**src/rtl/ucsbece154b_icache_pkg.sv**
```systemverilog
// Shared types for the two-way instruction cache: FSM state encoding and word width.
package ucsbece154b_icache_pkg;

  localparam int unsigned WORD_W = 32;

  typedef enum logic [1:0] {
    StIdle   = 2'd0,
    StMemReq = 2'd1,
    StRefill = 2'd2
  } state_t;

endpackage

```
**src/rtl/ucsbece154b_icache_way.sv**
```systemverilog
// One way of the instruction cache: valid bits, tags and data words for every set.
module ucsbece154b_icache_way
  import ucsbece154b_icache_pkg::*;
#(
  parameter int unsigned NUM_SETS    = 8,
  parameter int unsigned BLOCK_WORDS = 4,
  parameter int unsigned IDX_W       = $clog2(NUM_SETS),
  parameter int unsigned OFF_W       = $clog2(BLOCK_WORDS),
  parameter int unsigned TAG_W       = 32 - 2 - OFF_W - IDX_W
) (
  input  logic              clk,
  input  logic              reset_ni,
  // read port
  input  logic [IDX_W-1:0]  rd_index,
  input  logic [OFF_W-1:0]  rd_offset,
  input  logic [TAG_W-1:0]  rd_tag,
  output logic              valid_o,
  output logic              hit_o,
  output logic [WORD_W-1:0] word_o,
  // write port
  input  logic [IDX_W-1:0]  wr_index,
  input  logic [OFF_W-1:0]  wr_beat,
  input  logic [WORD_W-1:0] wr_data,
  input  logic              word_we,
  input  logic              commit,
  input  logic [TAG_W-1:0]  commit_tag
);

  logic [NUM_SETS-1:0] valid_q;
  logic [TAG_W-1:0]    tag_q  [NUM_SETS];
  logic [WORD_W-1:0]   data_q [NUM_SETS][BLOCK_WORDS];

  always_ff @(posedge clk or negedge reset_ni) begin
    if (!reset_ni) begin
      valid_q <= '0;
    end else if (commit) begin
      valid_q[wr_index] <= 1'b1;
    end
  end

  // Tags and data are deliberately not reset; valid gates every use.
  always_ff @(posedge clk) begin
    if (word_we) data_q[wr_index][wr_beat] <= wr_data;
    if (commit) tag_q[wr_index] <= commit_tag;
  end

  assign valid_o = valid_q[rd_index];
  assign hit_o   = valid_q[rd_index] && (tag_q[rd_index] == rd_tag);
  assign word_o  = data_q[rd_index][rd_offset];

endmodule

```
**src/rtl/ucsbece154b_icache.sv**
```systemverilog
// Two-way set-associative read-only instruction cache with combinational hit path and
// beat-wise block refill.
module ucsbece154b_icache
  import ucsbece154b_icache_pkg::*;
#(
  parameter int unsigned NUM_SETS    = 8,
  parameter int unsigned BLOCK_WORDS = 4
) (
  input  logic              clk,
  input  logic              reset_ni,
  input  logic              ReadEnable_i,
  input  logic [31:0]       ReadAddress_i,
  output logic [31:0]       Instruction_o,
  output logic              Ready_o,
  output logic              Busy_o,
  output logic [31:0]       MemReadAddress_o,
  output logic              MemReadRequest_o,
  input  logic [31:0]       MemDataIn_i,
  input  logic              MemDataReady_i
);

  localparam int unsigned OFF_W = $clog2(BLOCK_WORDS);
  localparam int unsigned IDX_W = $clog2(NUM_SETS);
  localparam int unsigned TAG_W = 32 - 2 - OFF_W - IDX_W;
  localparam int unsigned BLK_W = 32 - 2 - OFF_W;

  logic [OFF_W-1:0] offset;
  logic [IDX_W-1:0] index;
  logic [TAG_W-1:0] tag;

  assign offset = ReadAddress_i[OFF_W+1:2];
  assign index  = ReadAddress_i[OFF_W+2 +: IDX_W];
  assign tag    = ReadAddress_i[31 -: TAG_W];

  state_t              state_q, state_d;
  logic [OFF_W-1:0]    beat_q, beat_d;
  logic [BLK_W-1:0]    blk_q, blk_d;
  logic                victim_q, victim_d;
  logic [NUM_SETS-1:0] lru_q, lru_d;

  logic [IDX_W-1:0] blk_index;
  logic [TAG_W-1:0] blk_tag;
  assign blk_index = blk_q[IDX_W-1:0];
  assign blk_tag   = blk_q[BLK_W-1 -: TAG_W];

  logic [1:0]  way_hit;
  logic [1:0]  way_valid;
  logic [31:0] way_word [2];
  logic        beat_we;
  logic        last_beat;
  logic        commit;

  assign beat_we   = (state_q == StRefill) && MemDataReady_i;
  assign last_beat = (beat_q == OFF_W'(BLOCK_WORDS - 1));
  assign commit    = beat_we && last_beat;

  ucsbece154b_icache_way #(
    .NUM_SETS    (NUM_SETS),
    .BLOCK_WORDS (BLOCK_WORDS)
  ) u_way0 (
    .clk        (clk),
    .reset_ni   (reset_ni),
    .rd_index   (index),
    .rd_offset  (offset),
    .rd_tag     (tag),
    .valid_o    (way_valid[0]),
    .hit_o      (way_hit[0]),
    .word_o     (way_word[0]),
    .wr_index   (blk_index),
    .wr_beat    (beat_q),
    .wr_data    (MemDataIn_i),
    .word_we    (beat_we && !victim_q),
    .commit     (commit && !victim_q),
    .commit_tag (blk_tag)
  );

  ucsbece154b_icache_way #(
    .NUM_SETS    (NUM_SETS),
    .BLOCK_WORDS (BLOCK_WORDS)
  ) u_way1 (
    .clk        (clk),
    .reset_ni   (reset_ni),
    .rd_index   (index),
    .rd_offset  (offset),
    .rd_tag     (tag),
    .valid_o    (way_valid[1]),
    .hit_o      (way_hit[1]),
    .word_o     (way_word[1]),
    .wr_index   (blk_index),
    .wr_beat    (beat_q),
    .wr_data    (MemDataIn_i),
    .word_we    (beat_we && victim_q),
    .commit     (commit && victim_q),
    .commit_tag (blk_tag)
  );

  always_comb begin
    state_d          = state_q;
    beat_d           = beat_q;
    blk_d            = blk_q;
    victim_d         = victim_q;
    lru_d            = lru_q;
    Ready_o          = 1'b0;
    MemReadRequest_o = 1'b0;

    unique case (state_q)
      StIdle: begin
        if (ReadEnable_i) begin
          if (|way_hit) begin
            Ready_o      = 1'b1;
            // LRU names the way to evict next, i.e. the one not just used.
            lru_d[index] = way_hit[0];
          end else begin
            blk_d    = ReadAddress_i[31 -: BLK_W];
            victim_d = !way_valid[0] ? 1'b0 : (!way_valid[1] ? 1'b1 : lru_q[index]);
            state_d  = StMemReq;
          end
        end
      end
      StMemReq: begin
        MemReadRequest_o = 1'b1;
        state_d          = StRefill;
      end
      StRefill: begin
        if (MemDataReady_i) begin
          if (last_beat) begin
            beat_d           = '0;
            lru_d[blk_index] = ~victim_q;
            state_d          = StIdle;
          end else begin
            beat_d = beat_q + OFF_W'(1);
          end
        end
      end
      default: state_d = StIdle;
    endcase
  end

  always_ff @(posedge clk or negedge reset_ni) begin
    if (!reset_ni) begin
      state_q  <= StIdle;
      beat_q   <= '0;
      blk_q    <= '0;
      victim_q <= 1'b0;
      lru_q    <= '0;
    end else begin
      state_q  <= state_d;
      beat_q   <= beat_d;
      blk_q    <= blk_d;
      victim_q <= victim_d;
      lru_q    <= lru_d;
    end
  end

  assign Busy_o           = (state_q != StIdle);
  assign MemReadAddress_o = {blk_q, {(OFF_W + 2){1'b0}}};
  assign Instruction_o    = way_hit[1] ? way_word[1] : way_word[0];

endmodule

```
**config.mk**
```make
export PLATFORM = sky130hd
export DESIGN_NAME = ucsbece154b_icache
export DESIGN_NICKNAME = d
export VERILOG_FILES = /design/src/rtl/ucsbece154b_icache_pkg.sv /design/src/rtl/ucsbece154b_icache_way.sv /design/src/rtl/ucsbece154b_icache.sv
export SDC_FILE = /design/constraint.sdc
export NUM_CORES = 2
export LEC_CHECK = 0
export ABC_AREA = 1
export BUFFER_PORTS_ARGS = -buffer_cell sky130_fd_sc_hd__buf_2
export CAP_MARGIN = 20
export CELL_PAD_IN_SITES_DETAIL_PLACEMENT = 0
export CELL_PAD_IN_SITES_GLOBAL_PLACEMENT = 2
export CORE_UTILIZATION = 46
export CTS_CLUSTER_DIAMETER = 40
export DETAILED_ROUTE_END_ITERATION = 8
export PLACE_DENSITY_LB_ADDON = 0.1
export SYNTH_ARGS = -nofsm -noshare
export SYNTH_HDL_FRONTEND = slang
export SYNTH_SLANG_ARGS = --single-unit
export TNS_END_PERCENT = 50
```
**constraint.sdc**
```tcl
create_clock -name clk -period 4.4 [get_ports clk]
set_input_delay 0 -clock clk [delete_from_list [all_inputs] [get_ports clk]]
set_output_delay 0 -clock clk [all_outputs]
set_load 0.02 [all_outputs]
```
==> impl_metrics.json <==
{
  "outcome": "complete, no violations",
  "yosys.area_share.simple": 0.114,
  "slew_viol_final": 0,
  "tightest_slew_ns": 0.968,
  "gp_congestion": 0.842,
  "ys_seq_area_frac": 0.779,
  "grt_use_met2": 0.478,
  "slew-limit-headroom": 0.353,
  "die_w_um": 459,
  "r2r_cells": 18,
  "vias": 60700,
  "pwr-share-clk": 0.484,
  "ys_types": 53,
  "ir_drop_mv": 0.454,
  "worstPathMaxFanout": 22,
  "async_reset_ff_frac": 0.0228,
  "holdPathEnd": "u_way1.data_q[5][6]$_DFFE_PP_",
  "ctsLongestPathBuffers": 4,
  "ant_nets": 0,
  "ioPinCount": 135,
  "synth-edff-count": 2448,
  "ys_seq_elements": 2505,
  "grt_max_degree": 77,
  "dp_slack_ns": 0.574,
  "startpoint_type": "input port",
  "cts_max_level": 5,
  "wire_per_inst_um": 29.6,
  "syn_area_mm2": 0.0962,
  "drive_gt1_frac": 0.157,
  "path_cells": "dlygate4sd3_1 -> buf_2 -> nor2_4 -> buf_12 -> o211ai_1 -> nand2_1 -> o21ai_1 -> nand2_1 -> nor2_1 -> nand3_1 -> nor2_2 -> nand2_4 -> buf_4 -> o21ai_0 -> inv_1 -> buf_2",
  "grt.overflow.total": 0,
  "yosysTopAreaCellShare": 0.764,
  "setup_ws_ns": 0.125,
  "drtPass1Iterations": 6,
  "r2r-start": "u_way1.tag_q[6][17]$_DFFE_PP_",
  "synth_commonest_cells": "edfxtp_1, nand2_1, inv_1, nor2_1, nand3_1",
  "power-per-cell-area_mw_per_mm2": 534,
  "fill_cells": 16700,
  "busiest_layer": "met2",
  "reg2reg_slack_ns": 0.22,
  "drc": 0,
  "core-area_mm2": 0.207,
  "die_y_um": 459,
  "maxCapViolCount": 0,
  "synth_cells": 6889,
  "switchingPower_uw": 15100,
  "p_int_uw": 47300,
  "clk_latency_ns": 0.97,
  "hold_violations": 0,
  "r2r-end": "blk_q[16]$_DFFE_PN0P_",
  "holdCritPathClass": "input port to flop",
  "period_share": 0.972,
  "grt_pass1_wl_mm": 440,
  "p_sw_frac": 0.242,
  "hold_start": "MemDataIn_i[6]",
  "p_seq_frac": 0.446,
  "nets": 7551,
  "crit_slowest_cell": "o21ai_0",
  "synth_flop_cell": "edfxtp_1",
  "synth_xor_xnor_area_share": 0,
  "cp.required_ns": 4.40,
  "syn_area_per_cell_um2": 14.0,
  "period_needed_ns": 4.28,
  "cp.arrival_ns": 4.28,
  "io_buffers": 128,
  "root_buffer": "clkbuf_16",
  "leakage_uw": 0.0414,
  "yosys-top-cells-area": "edfxtp_1, nand2_1, a221oi_1, inv_1, nor2_1",
  "finalSetupViolCount": 0,
  "tritoncts": "built",
  "avgViaCountPerCell": 5.74,
  "fmax_mhz": 234,
  "track_usage": 0.296,
  "end_kind": "output pin",
  "synth_compound_area_frac": 0.0729,
  "antenna_found_initial": 10,
  "synth_warnings": 0,
  "worstSetupPathType": "input port to output pin",
  "comb_power_share": 0.070,
  "slowest_delay_ns": 0.58,
  "cts_sinks": 2505,
  "die_area_mm2": 0.211,
  "cts_made_buffers": 383,
  "grt_util_met1": 0.423,
  "routed_wl_mm": 313,
  "holdPathStages": 2,
  "yosysMostFrequentCell": "edfxtp_1",
  "synth-adder-area-share": 0.000520,
  "synth_top_family_by_area": "simple AND/OR/NAND/NOR gates",
  "synthMuxAreaShare": 0,
  "clkTransAtPathRegs_ns": 0.05,
  "core.rowCount": 167,
  "start_util": 0.464,
  "post-route-util": 0.564,
  "detailed_place_hpwl_mm": 175,
  "rsz0062_at_grt": "false",
  "yosys.area.top_type": "edfxtp_1",
  "grtUsageMet3": 0.0454,
  "drtIter0Drc": 6742,
  "fin_skew_ns": 0.0406,
  "grt_pass1_vias": 58600,
  "tns_ns": 0,
  "area_growth_pct": 21.6
}
-- flip-flops by register name (all words and copies together), names as in the netlist --
| name | cells |
|---|---|
| state_q | 2 |
| beat_q | 2 |
| u_way0.valid_q | 8 |
| lru_q | 8 |
| u_way1.data_q | 1024 |
| u_way1.tag_q | 200 |
| u_way0.tag_q | 200 |
| u_way0.data_q | 1024 |
| victim_q | 1 |
| u_way1.valid_q | 8 |
| blk_q | 28 |
-- what timing repair did --
action / CTS / global route
buffers inserted: 0 / 0
hold buffers: 116 / 1
resized for setup: 0 / 3
hold endpoints to repair: 2205 / 10
endpoints found under the setup margin: 0 / 1
-- area by class of cell --
class                      instances  area [um2]  area share
antenna                            5        12.5    0.000107
clock inverter                   272        2960      0.0253
inverter                         461        1760      0.0150
tap                             2788        3490      0.0298
timing repair buffer             559        5240      0.0448
clock buffer                     421        9870      0.0844
sequential                      2505       74900       0.641
multi-input combinational       3569       18700       0.160
-- power by group through the flow --
stage | Clock, uW | Combinational, uW | Sequential, uW
detailed placement | 0 | 4120 | 28300
global placement | 0 | 4090 | 28300
global route | 31500 | 4660 | 27900
CTS | 30500 | 4380 | 27900
floorplan | 0 | 1740 | 28200
finish | 30200 | 4390 | 27900
-- placed cells by master (no fill, tap or decap), drive strengths merged, types with 129 or more instances in the layout --
master / n
a21oi: 138
a221oi: 243
a22oi: 131
buf: 441
clkbuf: 423
clkinv: 129
edfxtp: 2448
inv: 515
nand2: 1519
nand3: 269
nand4: 253
nor2: 447
o21ai: 205
-- metal layers --
layer | up-vias | share of wire
li1 | 26700 | -
met3 | 421 | 0.072
met2 | 2510 | 0.47
met5 | - | 0
met4 | 0 | 0.021
met1 | 31000 | 0.43
-- worst max-delay path: cells and delay by family --
family	cells	cell delay, ns
AO/OA/AOI/OAI	3	1.21
AND/OR/NAND/NOR	7	1.16
buffers and inverters	6	1.76
-- how the worst max path moves through the flow --
| stage | startpoint | end | slack, ns | depth (start not counted) |
|---|---|---|---|---|
| 2_1_floorplan | state_q[1]$_DFFE_PN0P_ | u_way1.data_q[0][0]$_DFFE_PP_ | 0.87 | 8 |
| 3_3_place_gp | ReadAddress_i[4] | Instruction_o[6] | 0.58 | 15 |
| 3_5_place_dp | ReadAddress_i[4] | Instruction_o[6] | 0.57 | 15 |
| 4_1_cts | ReadAddress_i[5] | Instruction_o[6] | 0.04 | 16 |
| 5_1_grt | ReadAddress_i[5] | Instruction_o[26] | 0.01 | 17 |
| 6_report | ReadAddress_i[5] | Instruction_o[1] | 0.12 | 16 |
-- cells by family (layout without fill, tap and decap cells) --
| group | Yosys count | in the layout |
|---|---|---|
| AOI/OAI and AO/OA | 979 | 979 |
| adders and majority gates | 4 | 4 |
| buffers and inverters | 818 | 1713 |
| DFF | 2505 | 2505 |
| other | 1 | 9 |
| and+or+nand+nor | 2582 | 2582 |
-- through the flow --
stage	instances	hold slack, ns	cell area [um2]	total power [uW]
floorplan	6892	-0.296	96200	30000
global placement	9755	0.0228	103000	32400
detailed placement	9757	0.0169	103000	32500
CTS	10600	0.0275	117000	62800
global route	10600	0.000896	117000	64100
finish	10600	0.0194	117000	62500
Power figures use the tool's default switching activity.
